File: src/rtl/bus_timer_responder.sv
// ---------------------------------------------------------------------------
// bus_timer_responder
//
// Memory-mapped timer/display responder on the core data bus. It answers
// word accesses with the same 1-cycle read latency as the synchronous data
// RAM, so the core treats both targets identically.
//
// Register map (addr[4:2]):
//   0 CTRL    [0] en, [1] auto_reload, [2] irq_en
//   1 PRESC   [PRESC_W-1:0] prescaler reload value
//   2 COUNT   32-bit timer value
//   3 CMP     32-bit compare value
//   4 STATUS  [0] match (write 1 to clear)
//   5 DISP    32-bit display value, driven out on disp
//   6,7       read as 0, writes ignored
//
// Ports:
//   clk    system clock, all state on the rising edge
//   rst    asynchronous active-high reset
//   sel    block selected (base address decoded upstream)
//   addr   byte address; addr[4:2] picks the word
//   be     byte enables, be[i] covers bits 8i+7:8i
//   wen    1 = write, 0 = read (qualified by sel)
//   wdata  write data
//   rdata  registered read data (held between reads)
//   irq    STATUS.match & CTRL.irq_en
//   disp   DISP register contents, to the seven-segment driver
// ---------------------------------------------------------------------------
module bus_timer_responder #(
    parameter int unsigned PRESC_W  = 16,
    parameter logic [31:0] DISP_RST = 32'h0000_0000
) (
    input  logic        clk,
    input  logic        rst,
    input  logic        sel,
    input  logic [7:0]  addr,
    input  logic [3:0]  be,
    input  logic        wen,
    input  logic [31:0] wdata,
    output logic [31:0] rdata,
    output logic        irq,
    output logic [31:0] disp
);

    typedef enum logic [2:0] {
        REG_CTRL   = 3'd0,
        REG_PRESC  = 3'd1,
        REG_COUNT  = 3'd2,
        REG_CMP    = 3'd3,
        REG_STATUS = 3'd4,
        REG_DISP   = 3'd5,
        REG_RSVD6  = 3'd6,
        REG_RSVD7  = 3'd7
    } reg_sel_e;

    localparam logic [PRESC_W-1:0] PCNT_ONE = PRESC_W'(1);

    // Architectural state
    logic [2:0]         ctrl;
    logic [PRESC_W-1:0] presc;
    logic [PRESC_W-1:0] pcnt;
    logic [31:0]        count;
    logic [31:0]        cmp;
    logic               match;

    // Bus decode
    reg_sel_e    word;
    logic        wr_req;
    logic        rd_req;
    logic [31:0] lane_mask;

    logic wr_ctrl;
    logic wr_presc;
    logic wr_count;
    logic wr_cmp;
    logic wr_status;
    logic wr_disp;

    // Timer datapath
    logic        en;
    logic        auto_reload;
    logic        irq_en;
    logic        tick;
    logic        hit;
    logic        clear_match;
    logic [31:0] count_tick;
    logic [31:0] count_next;
    logic [31:0] rd_word;

    // Byte offset and upper address bits are decoded elsewhere.
    logic unused_addr;
    assign unused_addr = ^{addr[7:5], addr[1:0]};

    assign word   = reg_sel_e'(addr[4:2]);
    // A write with no byte enabled is a no-op everywhere, including the
    // prescaler clear on a PRESC write.
    assign wr_req = sel & wen & (|be);
    assign rd_req = sel & ~wen;

    assign lane_mask = {{8{be[3]}}, {8{be[2]}}, {8{be[1]}}, {8{be[0]}}};

    assign wr_ctrl   = wr_req && (word == REG_CTRL);
    assign wr_presc  = wr_req && (word == REG_PRESC);
    assign wr_count  = wr_req && (word == REG_COUNT);
    assign wr_cmp    = wr_req && (word == REG_CMP);
    assign wr_status = wr_req && (word == REG_STATUS);
    assign wr_disp   = wr_req && (word == REG_DISP);

    function automatic logic [31:0] merge_bytes(
        input logic [31:0] old_val,
        input logic [31:0] new_val,
        input logic [31:0] mask
    );
        return (old_val & ~mask) | (new_val & mask);
    endfunction

    assign en          = ctrl[0];
    assign auto_reload = ctrl[1];
    assign irq_en      = ctrl[2];

    // The tick and the compare both look at pre-edge register values, so a
    // CMP or PRESC write landing on a tick only takes effect afterwards.
    assign tick        = en && (pcnt == presc);
    assign hit         = tick && (count == cmp);
    assign clear_match = wr_status && be[0] && wdata[0];

    // NOTE: every always_comb output gets a default first so no path can
    // leave it unassigned and infer a latch.
    always_comb begin
        count_tick = count;
        if (tick) begin
            if (hit && auto_reload) begin
                count_tick = 32'd0;
            end else begin
                count_tick = count + 32'd1;
            end
        end
    end

    // Written bytes override the tick result; unwritten bytes keep it.
    assign count_next = wr_count ? merge_bytes(count_tick, wdata, lane_mask)
                                 : count_tick;

    always_comb begin
        rd_word = 32'd0;
        case (word)
            REG_CTRL:   rd_word = {29'd0, ctrl};
            REG_PRESC:  rd_word = 32'(presc);
            REG_COUNT:  rd_word = count;
            REG_CMP:    rd_word = cmp;
            REG_STATUS: rd_word = {31'd0, match};
            REG_DISP:   rd_word = disp;
            default:    rd_word = 32'd0;
        endcase
    end

    // NOTE: sequential state uses non-blocking assignments so every register
    // samples pre-edge values regardless of statement order.
    always_ff @(posedge clk or posedge rst) begin
        if (rst) begin
            ctrl  <= 3'd0;
            presc <= '0;
            pcnt  <= '0;
            count <= 32'd0;
            cmp   <= 32'hFFFF_FFFF;
            match <= 1'b0;
            disp  <= DISP_RST;
            rdata <= 32'd0;
        end else begin
            // Prescaler: held at 0 while disabled, cleared by a PRESC write,
            // otherwise counts 0..PRESC and wraps on the tick.
            if (!en || wr_presc || tick) begin
                pcnt <= '0;
            end else begin
                pcnt <= pcnt + PCNT_ONE;
            end

            count <= count_next;

            // A match set in the same cycle as a W1C wins.
            if (hit) begin
                match <= 1'b1;
            end else if (clear_match) begin
                match <= 1'b0;
            end

            if (wr_ctrl && be[0]) begin
                ctrl <= wdata[2:0];
            end

            if (wr_presc) begin
                presc <= (presc & ~lane_mask[PRESC_W-1:0])
                       | (wdata[PRESC_W-1:0] & lane_mask[PRESC_W-1:0]);
            end

            if (wr_cmp) begin
                cmp <= merge_bytes(cmp, wdata, lane_mask);
            end

            if (wr_disp) begin
                disp <= merge_bytes(disp, wdata, lane_mask);
            end

            if (rd_req) begin
                rdata <= rd_word & lane_mask;
            end
        end
    end

    // Combinational from registers so it follows reset with no clock edge.
    assign irq = match & irq_en;

endmodule

File: config.mk
export PLATFORM = sky130hd
export DESIGN_NAME = bus_timer_responder
export DESIGN_NICKNAME = d
export VERILOG_FILES = /design/src/rtl/bus_timer_responder.sv
export SDC_FILE = /design/constraint.sdc
export NUM_CORES = 1
export LEC_CHECK = 0
export CORE_MARGIN = 3
export CORE_UTILIZATION = 35
export DETAILED_ROUTE_END_ITERATION = 10
export GPL_TIMING_DRIVEN = 0
export PLACE_DENSITY = 0.67
export RECOVER_POWER = 25
export SLEW_MARGIN = 10
export SYNTH_ARGS = -nofsm -noshare
export SYNTH_HDL_FRONTEND = slang
export SYNTH_SLANG_ARGS = --single-unit
File: constraint.sdc
create_clock -name clk -period 5.9 [get_ports clk]
set_input_delay 1.18 -clock clk [delete_from_list [all_inputs] [get_ports clk]]
set_output_delay 1.18 -clock clk [all_outputs]
set_load 0.005 [all_outputs]
# Yosys cells after proc, flatten, opt, wreduce, memory -nomap -nowiden

Cells that the tools add are included.

Flip-flop bits (word level): 164
Bits of input ports: 48
Logic and storage cells: 60

$add $sub $neg: 2
Equal/unequal tests: 7
Multiplexer cells: 7
Bitwise gates (word level): 18
Reductions and logical operators: 18

Operator list:

| kind                                                | count |
|---|---|
| case mux 32 bit (6 select lines)                    | 1 |
| bitwise AND 32 bit                                  | 5 |
| two-way mux 32 bit                                  | 3 |
| OR 32 bit                                           | 3 |
| adder 32 x 1 -> 32 bit, second input constant       | 1 |
| bitwise AND 16 bit                                  | 2 |
| equality test 32 bit                                | 1 |
| NOT 32 bit                                          | 1 |
| adder 16 x 1 -> 16 bit, second input constant       | 1 |
| equality test 16 bit                                | 1 |
| two-way mux 16 bit                                  | 1 |
| NOT 16 bit                                          | 1 |
| OR 16 bit                                           | 1 |
| logical AND 1 bit                                   | 12 |
| equality test 3 x 2 -> 1 bit, second input constant | 2 |
| equality test 3 bit, second input constant          | 2 |
| bitwise AND 1 bit                                   | 4 |
| OR reduction 4 bit                                  | 1 |
| equality test 3 x 1 -> 1 bit, second input constant | 1 |
| zero test 3 bit                                     | 1 |
| logical OR 1 bit                                    | 2 |
| two-way mux 1 bit                                   | 2 |
| nonzero test 2 bit                                  | 1 |
| zero test 1 bit                                     | 1 |
| NOT 1 bit                                           | 1 |

# Logic depth before layout (Yosys ltp)

Depth in word-level cells: 9
Depth in mapped cells: 8

# Worst setup path before layout

Ideal clock, no wire load.

Path type: input to register
From: in addr[4]
To: reg count[5]
Setup time: 0.123 ns
Arrival time: 2.677 ns
Required time: 5.777 ns
Slack: 3.100 ns
Stages: 8
Path buffers: 3
Cell sequence: clkbuf_1 -> nor3b_1 -> clkbuf_1 -> and3_1 -> clkbuf_1 -> nor2_1 -> o21ai_0 -> nand2_1

Word-level cells in the longest chain between the ends: 3

RTL lines:

| item                         | line | RTL |
|---|---|---|
| start, declared              | 36   | `input logic [7:0] addr,` |
| equality test 3 x 2 -> 1 bit | 104  | `assign wr_count = wr_req && (word == REG_COUNT);` |
| logical AND 1 bit            | 104  |  |
| two-way mux 32 bit           | 141  | `assign count_next = wr_count ? merge_bytes(count_tick, wdata, lane_mask)` |
| named net count_next[5]      | 87   | `logic [31:0] count_next;` |
| end signal, assigned         | 178  | `count <= count_next;` |
| end, declared                | 62   | `logic [31:0] count;` |

The timed path passes the listed nets, and every way through them passes these cells.
A chain may end at the register's enable or synchronous reset.

==> impl_metrics.json <==
{
  "dr.first_iter.drc_count": 621,
  "hp-class": "register to register",
  "crit_slowest_cell": "inv_1",
  "min_period_over_period_pct": 69.1,
  "synthDistinctLibCells": 51,
  "syn-num-nets": 900,
  "area_growth_pct": 23.6,
  "place_area_um2": 10300,
  "clk_latency_ns": 0.44,
  "whs_ns": 0.483,
  "final_common_cell": "dfrtp_1",
  "cp-start-kind": "input pin",
  "grt_pass1_vias": 7100,
  "yosys_warnings": 0,
  "grt_setup_unrepaired": "false",
  "mostFrequentLayoutCells": "dfrtp_1, clkdlybuf4s50_1, nand2_1",
  "path_buf_inv": 2,
  "synthCells": 850,
  "core-area_um2": 24500,
  "clockBufferDepth": 2,
  "register_area_um2": 4140,
  "failed_checks": "max-capacitance violations, max-slew violations",
  "pre_cts_ws_ns": 1.85,
  "cts_hold_buf": 0,
  "fmax_ghz": 0.245,
  "power_leakage_nw": 4.37,
  "skew_ns": 0.00895,
  "layout.cells.non_filler": 1312,
  "avgSynthCellArea_um2": 10.3,
  "gr-total-overflow": 0,
  "cp-startpoint": "rst",
  "tightest_slew_ns": 3.24,
  "final_core_util_pct": 44.3,
  "cts.sinks": 164,
  "dp_hpwl_mm": 19.4,
  "nFillCells": 2356,
  "nets": 1024,
  "slew_viol_final": 83,
  "setup_tns_ns": 0,
  "powerDensity_nw_per_um2": 331,
  "ant_nets": 0,
  "min_period_ns": 4.08,
  "worstReg2RegEnd": "count[20]",
  "cts_tree": "yes",
  "wl_per_cell_um": 20.5,
  "hold_viol_final": 0,
  "die_height_um": 164,
  "grt_use_total_pct": 20.2,
  "vias": 7221,
  "drc": 0,
  "final_cell_area_um2": 10900,
  "cp_max_fo": 83,
  "io_buffers": 104,
  "cp_slowest_stage_delay_ns": 2.26,
  "hold_depth": 2,
  "grt_start_max_net_pins": 84,
  "numCtsBuffers": 17,
  "worst_ep_arrival_time_ns": 3.89,
  "place_congestion": 0.959,
  "setup_violations": 0,
  "ctsResizeCount": 0,
  "grt_first_pass_wirelength_mm": 41.5,
  "root_buffer": "clkbuf_16",
  "dpl.cell_count": 1279,
  "power.total_mw": 3.60,
  "cts.reportedPaths.clkPinSlew_ns": 0.06,
  "io_pins": 113,
  "ys_seq_area_share_pct": 47.1,
  "worstSetupPathType": "input pin to asynchronous set/reset pin",
  "firstDrtPassIters": 5,
  "worstPathCellList": "clkdlybuf4s50_1 > inv_1",
  "r2r-start": "count[8]",
  "end_kind": "asynchronous set/reset pin",
  "dieArea_um2": 27100,
  "syn-cell-area_um2": 8790,
  "viasPerCell": 5.50,
  "ff2ff_setup_slack_ns": 3.01,
  "timing.final.ws_setup_ns": 1.82,
  "critPathRequiredTime_ns": 5.72,
  "max_slew_margin_pct": -116,
  "drv_cap": 1,
  "drt_wl_total_mm": 26.8,
  "grt_antenna_before_repair": 1,
  "min_to": "rdata[12]",
  "hp-start": "rdata[12]",
  "start_util_pct": 35.8,
  "die_w_um": 164,
  "post_cts_buffers": 0,
  "rows": 57,
  "htreeDepth": 4,
  "ir_drop_mv": 0.171,
  "crit_family": "buffers and inverters",
  "multiInputGateArea_um2": 4410,
  "status": "finished with violations",
  "drive_above_1_share_pct": 18.0,
  "worstRegToRegCells": 8,
  "yosys_register_bits": 164
}
## cells by family after synthesis
kind of cell	synth area share, %
AO/OA/AOI/OAI	10.7
XOR/XNOR	7.47
adder cells (fa/ha/maj)	0.285
buffers and inverters	2.70
flip-flops	47.1
multiplexers	14.0
AND/OR/NAND/NOR	17.6
## Yosys cell counts, drive strengths merged
cell type | instances | area [µm²]
dfrtp | 132 | 3300
nand2 | 102 | 383
mux2 | 87 | 980
xnor2 | 52 | 455
o21ai | 50 | 250
nor2 | 49 | 184
clkbuf | 41 | 156
dfstp | 32 | 841
nand3 | 29 | 155
nand4 | 27 | 184
xor2 | 23 | 201
a22o | 22 | 193
mux2i | 21 | 210
nor4 | 19 | 174
a21oi | 17 | 85.1
a22oi | 17 | 128
and3 | 17 | 108
o31ai | 16 | 120
nor3 | 14 | 75.1
buf | 12 | 58.8
a2bb2oi | 9 | 78.8
and2 | 9 | 56.3
nor2b | 7 | 43.8
and4 | 6 | 53.8
inv | 6 | 22.5
nand2b | 5 | 31.3
or3 | 5 | 31.3
a221oi | 3 | 26.3
nor3b | 3 | 22.5
o2111ai | 3 | 26.3
ha | 2 | 25.0
mux4 | 2 | 45.0
o311ai | 2 | 17.5
or2 | 2 | 12.5
a211oi | 1 | 7.51
a31oi | 1 | 6.26
nand3b | 1 | 7.51
nor4b | 1 | 8.76
o22ai | 1 | 6.26
or3b | 1 | 8.76
or4b | 1 | 10.0
## worst max path at each step
stage                                  to  slack [ns]  depth (start not counted)
2_1_floorplan  asynchronous set/reset pin        0.34                          1
3_3_place_gp   asynchronous set/reset pin       -1.95                          2
3_5_place_dp                    rdata[11]        1.85                          8
4_1_cts                         rdata[11]        2.30                          8
5_1_grt        asynchronous set/reset pin        1.14                          2
6_report       asynchronous set/reset pin        1.82                          2
## worst register-to-register path, cell delays in order (launching register included)
cell,delay (ns)
dfrtp_1,0.36
clkbuf_1,0.19
xnor2_1,0.33
nand4_1,0.23
nor4_1,0.38
nand3_1,0.28
nor2_1,0.31
clkbuf_1,0.51
o31ai_1,0.18
## where the power goes
part	leakage [nW]	switching [mW]	total, mW	internal (mW)
combinational	2.12	0.473	0.938	0.465
clock	0.280	0.474	1.15	0.680
sequential	1.98	0.181	1.51	1.33
## layout make-up
cell class,instances,share of cell area [%]
repair buffers,105,9.83
inverters,6,0.207
clock buffers,21,4.14
well taps,324,3.73
plain buffers,53,1.98
diodes,1,0.0230
flip-flops and latches,164,38.1
clock inverters,11,1.39
multi-input cells,627,40.6
## routing by layer
metal | up-vias | global-route usage, % | part of all wire, %
li1 | 3325 | - | -
met1 | 3576 | 27.0 | 43
met2 | 268 | 33.1 | 48
met3 | 50 | 4.09 | 6.9
met4 | 2 | 6.33 | 2.5
met5 | - | 0 | 0.048
No activity file was read; power rests on OpenSTA's default activity.
